**config.mk**
```make
export PLATFORM = sky130hd
export DESIGN_NAME = array_match_cam
export DESIGN_NICKNAME = d
export VERILOG_FILES = /design/src/rtl/array_match_pkg.sv /design/src/rtl/array_match_prienc.sv /design/src/rtl/array_match_cam.sv
export SDC_FILE = /design/constraint.sdc
export NUM_CORES = 1
export LEC_CHECK = 0
export BUFFER_PORTS_ARGS = -buffer_cell sky130_fd_sc_hd__buf_4
export CAP_MARGIN = 20
export CORE_UTILIZATION = 58
export CTS_CLUSTER_SIZE = 8
export DETAILED_ROUTE_END_ITERATION = 8
export GPL_ROUTABILITY_DRIVEN = 0
export PLACE_DENSITY = 0.9
export SYNTH_ARGS = -nofsm -noshare
export SYNTH_HDL_FRONTEND = slang
export SYNTH_SLANG_ARGS = --single-unit
```
**constraint.sdc**
```tcl
create_clock -name clk -period 4.49 [get_ports clk]
set_input_delay 0.6735 -clock clk [delete_from_list [all_inputs] [get_ports clk]]
set_output_delay 0.6735 -clock clk [all_outputs]
set_load 0.02 [all_outputs]
```
**src/rtl/array_match_pkg.sv**
```systemverilog
// array_match_pkg: shared slot state type and parameter sanity helper for the CAM
package array_match_pkg;
    typedef enum logic {EMPTY, FULL} slot_e;
    function automatic bit params_ok(input int size, input int width);
        return size >= 2 && width >= 1;
    endfunction
endpackage

```
**src/rtl/array_match_prienc.sv**
```systemverilog
// array_match_prienc: match mask to hit flag, lowest set index and population count
module array_match_prienc #(
    parameter int SIZE = 8,
    localparam int IDX_W = $clog2(SIZE),
    localparam int CNT_W = $clog2(SIZE + 1)
) (
    input  logic [SIZE-1:0]  mask,
    output logic             hit,
    output logic [IDX_W-1:0] index,
    output logic [CNT_W-1:0] count
);
    always_comb begin
        hit = |mask;
        index = '0;
        count = '0;
        // Descending scan so the lowest set bit is the last one written
        for (int i = SIZE - 1; i >= 0; i--) begin
            index = mask[i] ? IDX_W'(i) : index;
            count = count + CNT_W'(mask[i]);
        end
    end
endmodule

```
**src/rtl/array_match_cam.sv**
```systemverilog
// array_match_cam: ternary-search CAM with single-slot registered result and valid/ready handshakes
module array_match_cam import array_match_pkg::*; #(
    parameter int SIZE = 8,
    parameter int WIDTH = 4,
    localparam int IDX_W = $clog2(SIZE),
    localparam int CNT_W = $clog2(SIZE + 1)
) (
    input  logic             clk,
    input  logic             rst_n,
    input  logic             wr_en,
    input  logic [IDX_W-1:0] wr_addr,
    input  logic [WIDTH-1:0] wr_data,
    input  logic             wr_set,
    input  logic             search_valid,
    output logic             search_ready,
    input  logic [WIDTH-1:0] search_key,
    input  logic [WIDTH-1:0] search_care,
    output logic             res_valid,
    input  logic             res_ready,
    output logic [SIZE-1:0]  res_mask,
    output logic             res_hit,
    output logic [IDX_W-1:0] res_index,
    output logic [CNT_W-1:0] res_count
);
    if (!params_ok(SIZE, WIDTH)) begin : g_bad_params
        $error("array_match_cam: SIZE must be >= 2 and WIDTH >= 1");
    end

    slot_e            state_q, state_d;
    logic [WIDTH-1:0] entry_q [SIZE];
    logic [WIDTH-1:0] entry_d [SIZE];
    logic [SIZE-1:0]  valid_q, valid_d, match, mask_q, mask_d;
    logic             hit, hit_q, hit_d, accept, wr_ok;
    logic [IDX_W-1:0] idx, idx_q, idx_d;
    logic [CNT_W-1:0] cnt, cnt_q, cnt_d;

    assign search_ready = state_q == EMPTY || res_ready;
    assign accept = search_valid && search_ready;
    assign wr_ok = wr_en && 32'(wr_addr) < SIZE;

    always_comb begin
        for (int i = 0; i < SIZE; i++)
            match[i] = valid_q[i] && ((entry_q[i] ^ search_key) & search_care) == '0;
    end

    array_match_prienc #(.SIZE(SIZE)) u_prienc (
        .mask  (match),
        .hit   (hit),
        .index (idx),
        .count (cnt)
    );

    // Search reads the _q arrays, so a same-cycle write is not visible to it
    always_comb begin
        entry_d = entry_q;
        valid_d = valid_q;
        if (wr_ok) begin
            valid_d[wr_addr] = wr_set;
            entry_d[wr_addr] = wr_set ? wr_data : entry_q[wr_addr];
        end
        state_d = accept ? FULL : (res_ready ? EMPTY : state_q);
        mask_d = accept ? match : mask_q;
        hit_d = accept ? hit : hit_q;
        idx_d = accept ? idx : idx_q;
        cnt_d = accept ? cnt : cnt_q;
    end

    always_ff @(posedge clk) entry_q <= entry_d;

    always_ff @(posedge clk or negedge rst_n) begin
        if (!rst_n) begin
            state_q <= EMPTY;
            valid_q <= '0;
            mask_q <= '0;
            hit_q <= 1'b0;
            idx_q <= '0;
            cnt_q <= '0;
        end else begin
            state_q <= state_d;
            valid_q <= valid_d;
            mask_q <= mask_d;
            hit_q <= hit_d;
            idx_q <= idx_d;
            cnt_q <= cnt_d;
        end
    end

    assign res_valid = state_q == FULL;
    assign res_mask = mask_q;
    assign res_hit = hit_q;
    assign res_index = idx_q;
    assign res_count = cnt_q;
endmodule
```
### Word-level counts from Yosys, hierarchy flattened

Index checks and enable logic that the tools add are counted.

* output and inout port bits: 18
* flip-flop bits (word level): 57
* bits of input ports: 21

* add/subtract/negate cells: 7
* $lt $le $gt $ge: 4
* multiplexer cells: 20
* bitwise operators: 18
* reductions and logical operators: 22

Operator list (number)
* 4-bit AND: 8
* 32-bit bitwise mux: 1
* 4-bit zero test: 8
* 4-bit bitwise XOR: 8
* 4-bit by 1-bit adder with 4-bit output: 6
* 3-bit 2-to-1 mux: 8
* 4-bit 2-to-1 mux: 4
* 4-bit binary-select mux with 3-bit select: 1
* 4-bit demux with 3-bit select: 1
* 1-bit logical AND: 11
* 8-bit bitwise mux: 1
* 8-bit OR reduction: 1
* 4-bit greater-or-equal comparator (second input constant): 1
* 3-bit by 4-bit less-than comparator with 1-bit output (second input constant): 1
* 4-bit by 1-bit less-than comparator with 1-bit output (second input constant): 1
* 3-bit inverter with 4-bit output: 1
* 1-bit demux with 3-bit select: 1
* 3-bit by 1-bit greater-or-equal comparator with 1-bit output (second input constant): 1
* 1-bit 2-to-1 mux: 3
* 1-bit by 1-bit adder with 2-bit output: 1
* 2-bit nonzero test: 1
* 1-bit logical OR: 1
* 1-bit inverter: 1

### Logic depth before layout (Yosys ltp)

* word-level depth: 12
* depth in mapped cells: 15
* mapped depth without buffers: 14

### Cells and area by module

Synthesis repeated with hierarchy kept, for this count alone.

* cell total of the unflattened synthesis: 243
* area, all modules: 3116.7 um2

Modules (own cells, without submodules)
* array_match_cam: cells each 208, area each 2842.7 um2, instances 1
* array_match_prienc: cells each 35, area each 274.0 um2, instances 1

### Least setup slack after synthesis

Ideal clock, no wire load.

* path type: input to register
* start point: input port search_key[0]
* end point: register cnt_q[1] (netlist: res_count[1])
* arrival: 3893 ps
* data required time: 4407 ps
* stages: 14
* path buffers: 1
* setup slack: 514 ps
* path through: buf_2 xor2_1 a222oi_1 and3_1 inv_1 ha_1 fa_1 inv_1 fa_1 inv_1 fa_1 inv_1 fa_1 o21ai_0

* word-level cells in the longest chain between the ends: 11
* elaborated cells on any way between the ends: 39

Ends and longest elaborated chain
* from (decl): line array_match_cam.sv:16 `input logic [WIDTH-1:0] search_key,`
* 4-bit bitwise XOR: line array_match_cam.sv:43 `match[i] = valid_q[i] && ((entry_q[i] ^ search_key) & search_care) == '0;`
* 4-bit AND: line array_match_cam.sv:43
* 4-bit zero test: line array_match_cam.sv:43
* 1-bit logical AND: line array_match_cam.sv:43
* named net match[7]: line array_match_cam.sv:32 `logic [SIZE-1:0] valid_q, valid_d, match, mask_q, mask_d;`
* 1-bit by 1-bit adder with 2-bit output: line array_match_prienc.sv:19 `count = count + CNT_W'(mask[i]);`
* 4-bit by 1-bit adder with 4-bit output (6 in series): line array_match_prienc.sv:19
* to (signal assigned): line array_match_cam.sv:84 `cnt_q <= cnt_d;`
* to (decl): line array_match_cam.sv:35 `logic [CNT_W-1:0] cnt, cnt_q, cnt_d;`

The timed path passes the listed nets, and every way through them passes these cells.
A chain may end at the register's enable or synchronous reset.

### Final worst setup path

Ends and elaborated chain as after synthesis.

==> metrics.yaml <==
synth_fa_ha_area_share_pct: 5.135
fmax_mhz: 261.6
synth_compound_area_share_pct: 7.702
p_per_area_mw_per_mm2: 411.9
initialDrtViolationCount: 164
cts_tree: "built"
layout_common_cells: "buf_4 (38), xor2_1 (33), edfxtp_1 (32)"
overflow: 0
status: "complete, no violations"
grt_max_degree: 28
die_x_um: 74.18
wl_um: 6374
postSynthCellCount: 239
dpl-instance-area_mm2: 0.003263
yosys.area_share.simple_pct: 8.406
row_count: 25
r2r_slack_ns: 0.74
ff2ff_path_depth: 13
numCtsBuffers: 9
start_kind: "input port"
antenna_left: 0
pwr-share-comb_pct: 21.3
final_common_cell: "buf_4"
pwr-share-clk_pct: 33.7
finalCritPeriodShare_pct: 85.13
ctsResizeCount: 0
ir_worst_vdd_mv: 0.2256
startpoint: "search_key[0]"
maxCapViolCount: 0
drt-vias-per-instance: 5.847
grt_pass1_wl_um: 9915
finalNetCount: 305
num_vias: 2023
antenna_found_initial: 0
nFillCells: 330
antenna_cells: 0
crit_path_end: "res_count[1]$_DFFE_PN0P_"
first_pass_iters: 5
yosysWarnings: 0
synth_top_family_by_area: "multiplexers"
rsz0062_at_grt: "false"
cts_max_path_buffers: 2
clkSinkCount: 57
dieArea_mm2: 0.005503
finalHoldViolCount: 0
clock_latency_ns: 0.35
wire_per_inst_um: 18.42
cp.arrival_ns: 4.07
swShare_pct: 27.82
hold_class: "in -> async"
required_ns: 4.73
dp_hpwl_um: 4635
endpoint_kind: "flip-flop"
crit_type: "in -> reg"
maxSlewViolCount: 0
grtUsageTotal_pct: 26.19
post-cts-setup-buffers: 0
intPower_w: 0.001029
area_growth_pct: 14.58
power_switching_w: 0.0003967
synth_seq_area_share_pct: 52.51
portBuffers: 38
die_y_um: 74.18
stdcell_area_mm2: 0.003462
finalSetupTns_ns: 0
worstMarginPinSlew_ns: 0.8503
cts-root-buf: "clkbuf_8"
io_pins: 39
synthXorXnorAreaFrac_pct: 9.565
finalSetupViolCount: 0
core-area_mm2: 0.004880
power_leakage_nw: 1.489
synthMuxAreaShare_pct: 10.60
finalCriticalPeriod_ns: 3.822
clk_pin_slew_ns: 0.07
syn_area_per_cell_um2: 12.64
start_util_pct: 61.92
seqPwrFrac_pct: 45.0
grt_pass1_vias: 1999
post-route-drc-count: 0
reg2reg_to: "res_count[1]$_DFFE_PN0P_"
synth_cell_types: 38
synth_nets: 270
slew_headroom_pct: 42.88
synth_seq_cells: 57
path_max_fanout: 8
drive_above_1_share_pct: 25.81
r2r-start: "entry_q[0]$_DFFE_PP_"
syn-cell-area_mm2: 0.003022
skew_ns: 0.008639
hold_buffers: 0
h-tree-depth: 3
fin_hold_ws_ns: 0.2149
cell type report:
| class | count | area (µm²) | area share (%) |
|---|---|---|---|
| tap | 67 | 83.83 | 2.421 |
| clock inverter | 3 | 40.04 | 1.156 |
| timing repair buffer | 38 | 285.3 | 8.240 |
| multi-input combinational | 153 | 1251 | 36.14 |
| clock buffer | 13 | 158.9 | 4.590 |
| sequential | 57 | 1587 | 45.83 |
| inverter | 15 | 56.30 | 1.626 |
critical path: stages:
cell and delay, ns:
buf_4 0.16, xor2_1 0.16, a222oi_1 0.32, and3_1 0.26, inv_1 0.09, ha_1 0.30, fa_1 0.48, inv_1 0.05
fa_1 0.47, inv_1 0.05, fa_1 0.37, inv_1 0.08, fa_1 0.39, o21ai_0 0.20
sequential cells by signal, summed over array words and instances (netlist names):
name       cells
res_index      3
res_hit        1
res_count      4
res_valid      1
valid_q        8
entry_q       32
res_mask       8
power by group through the flow:
stage | Clock [W] | Sequential (W) | Combinational (W)
5_1_grt | 0.000510 | 0.000647 | 0.000336
3_5_place_dp | 0 | 0.000652 | 0.000303
2_1_floorplan | 0 | 0.000683 | 0.000166
6_report | 0.000481 | 0.000642 | 0.000304
3_3_place_gp | 0 | 0.000648 | 0.000292
4_1_cts | 0.000484 | 0.000642 | 0.000305
logic make-up (layout without fill, tap and decap cells):
group,Yosys count,count (layout)
xor gates and xnor gates,33,33
buffers and inverters,29,69
and+or+nand+nor,55,55
adders and majority gates,10,10
muxes,21,21
AOI/OAI and AO/OA,34,34
DFF,57,57
worst min path at each step:
stage	startpoint	endpoint	slack, ns	cells past startpoint
2_1_floorplan	rst_n	res_count[0]$_DFFE_PN0P_	0.38	0
3_3_place_gp	res_mask[4]$_DFFE_PN0P_	res_mask[4]$_DFFE_PN0P_	0.46	2
3_5_place_dp	res_mask[5]$_DFFE_PN0P_	res_mask[5]$_DFFE_PN0P_	0.48	2
4_1_cts	rst_n	res_mask[1]$_DFFE_PN0P_	0.23	1
5_1_grt	rst_n	res_mask[2]$_DFFE_PN0P_	0.23	1
6_report	rst_n	valid_q[5]$_DFFE_PN0P_	0.21	1
Yosys cell counts:
library cell / number / area, µm²
mux2_2: 8 / 90.09
inv_1: 15 / 56.30
edfxtp_1: 32 / 960.9
clkdlybuf4s18_1: 2 / 20.02
o21ai_0: 16 / 80.08
xor2_1: 33 / 289.0
a222oi_1: 4 / 40.04
bufbuf_16: 1 / 32.53
nand2b_1: 5 / 31.28
mux2i_1: 5 / 50.05
and3_4: 1 / 11.26
buf_6: 3 / 33.78
o32a_1: 1 / 10.01
mux4_2: 8 / 180.2
a31oi_1: 1 / 6.260
a221oi_1: 1 / 8.760
fa_1: 4 / 80.08
clkbuf_4: 1 / 7.510
a22o_1: 1 / 8.760
o31ai_2: 1 / 12.51
buf_4: 1 / 7.510
nand2_1: 30 / 112.6
a21boi_0: 1 / 7.510
and2_2: 1 / 7.510
a22oi_1: 5 / 37.54
a21oi_1: 1 / 5.000
nand4_1: 2 / 12.51
nand3_2: 1 / 10.01
ha_1: 6 / 75.07
and3_1: 2 / 12.51
dfrtp_1: 25 / 625.6
a311oi_1: 1 / 8.760
nor2_1: 7 / 26.28
o211ai_1: 1 / 7.510
nand3_1: 4 / 20.02
nor3_1: 2 / 10.01
buf_2: 3 / 15.01
clkbuf_1: 3 / 11.26
metrics by stage:
| step | setup slack (ns) | utilization [%] | total power, W | instances |
|---|---|---|---|---|
| finish | 0.6676 | 70.95 | 0.001426 | 346 |
| global route | 0.5162 | 70.95 | 0.001493 | 346 |
| CTS | 0.6790 | 70.95 | 0.001431 | 346 |
| detailed placement | 0.3279 | 66.87 | 0.0009553 | 330 |
| global placement | 0.4350 | 66.87 | 0.0009400 | 330 |
| floorplan | 0.5141 | - | 0.0008485 | 239 |
metal layers:
layer | global-route usage, % | wire (µm) | vias to the layer above | share of wire [%]
li1 | - | - | 912 | -
met1 | 33.18 | 2686 | 1011 | 42
met2 | 39.29 | 3082 | 83 | 48
met3 | 10.16 | 425 | 17 | 6.7
met4 | 13.46 | 180 | 0 | 2.8
met5 | 0 | 0 | - | 0
(Power assumes the default switching activity.)
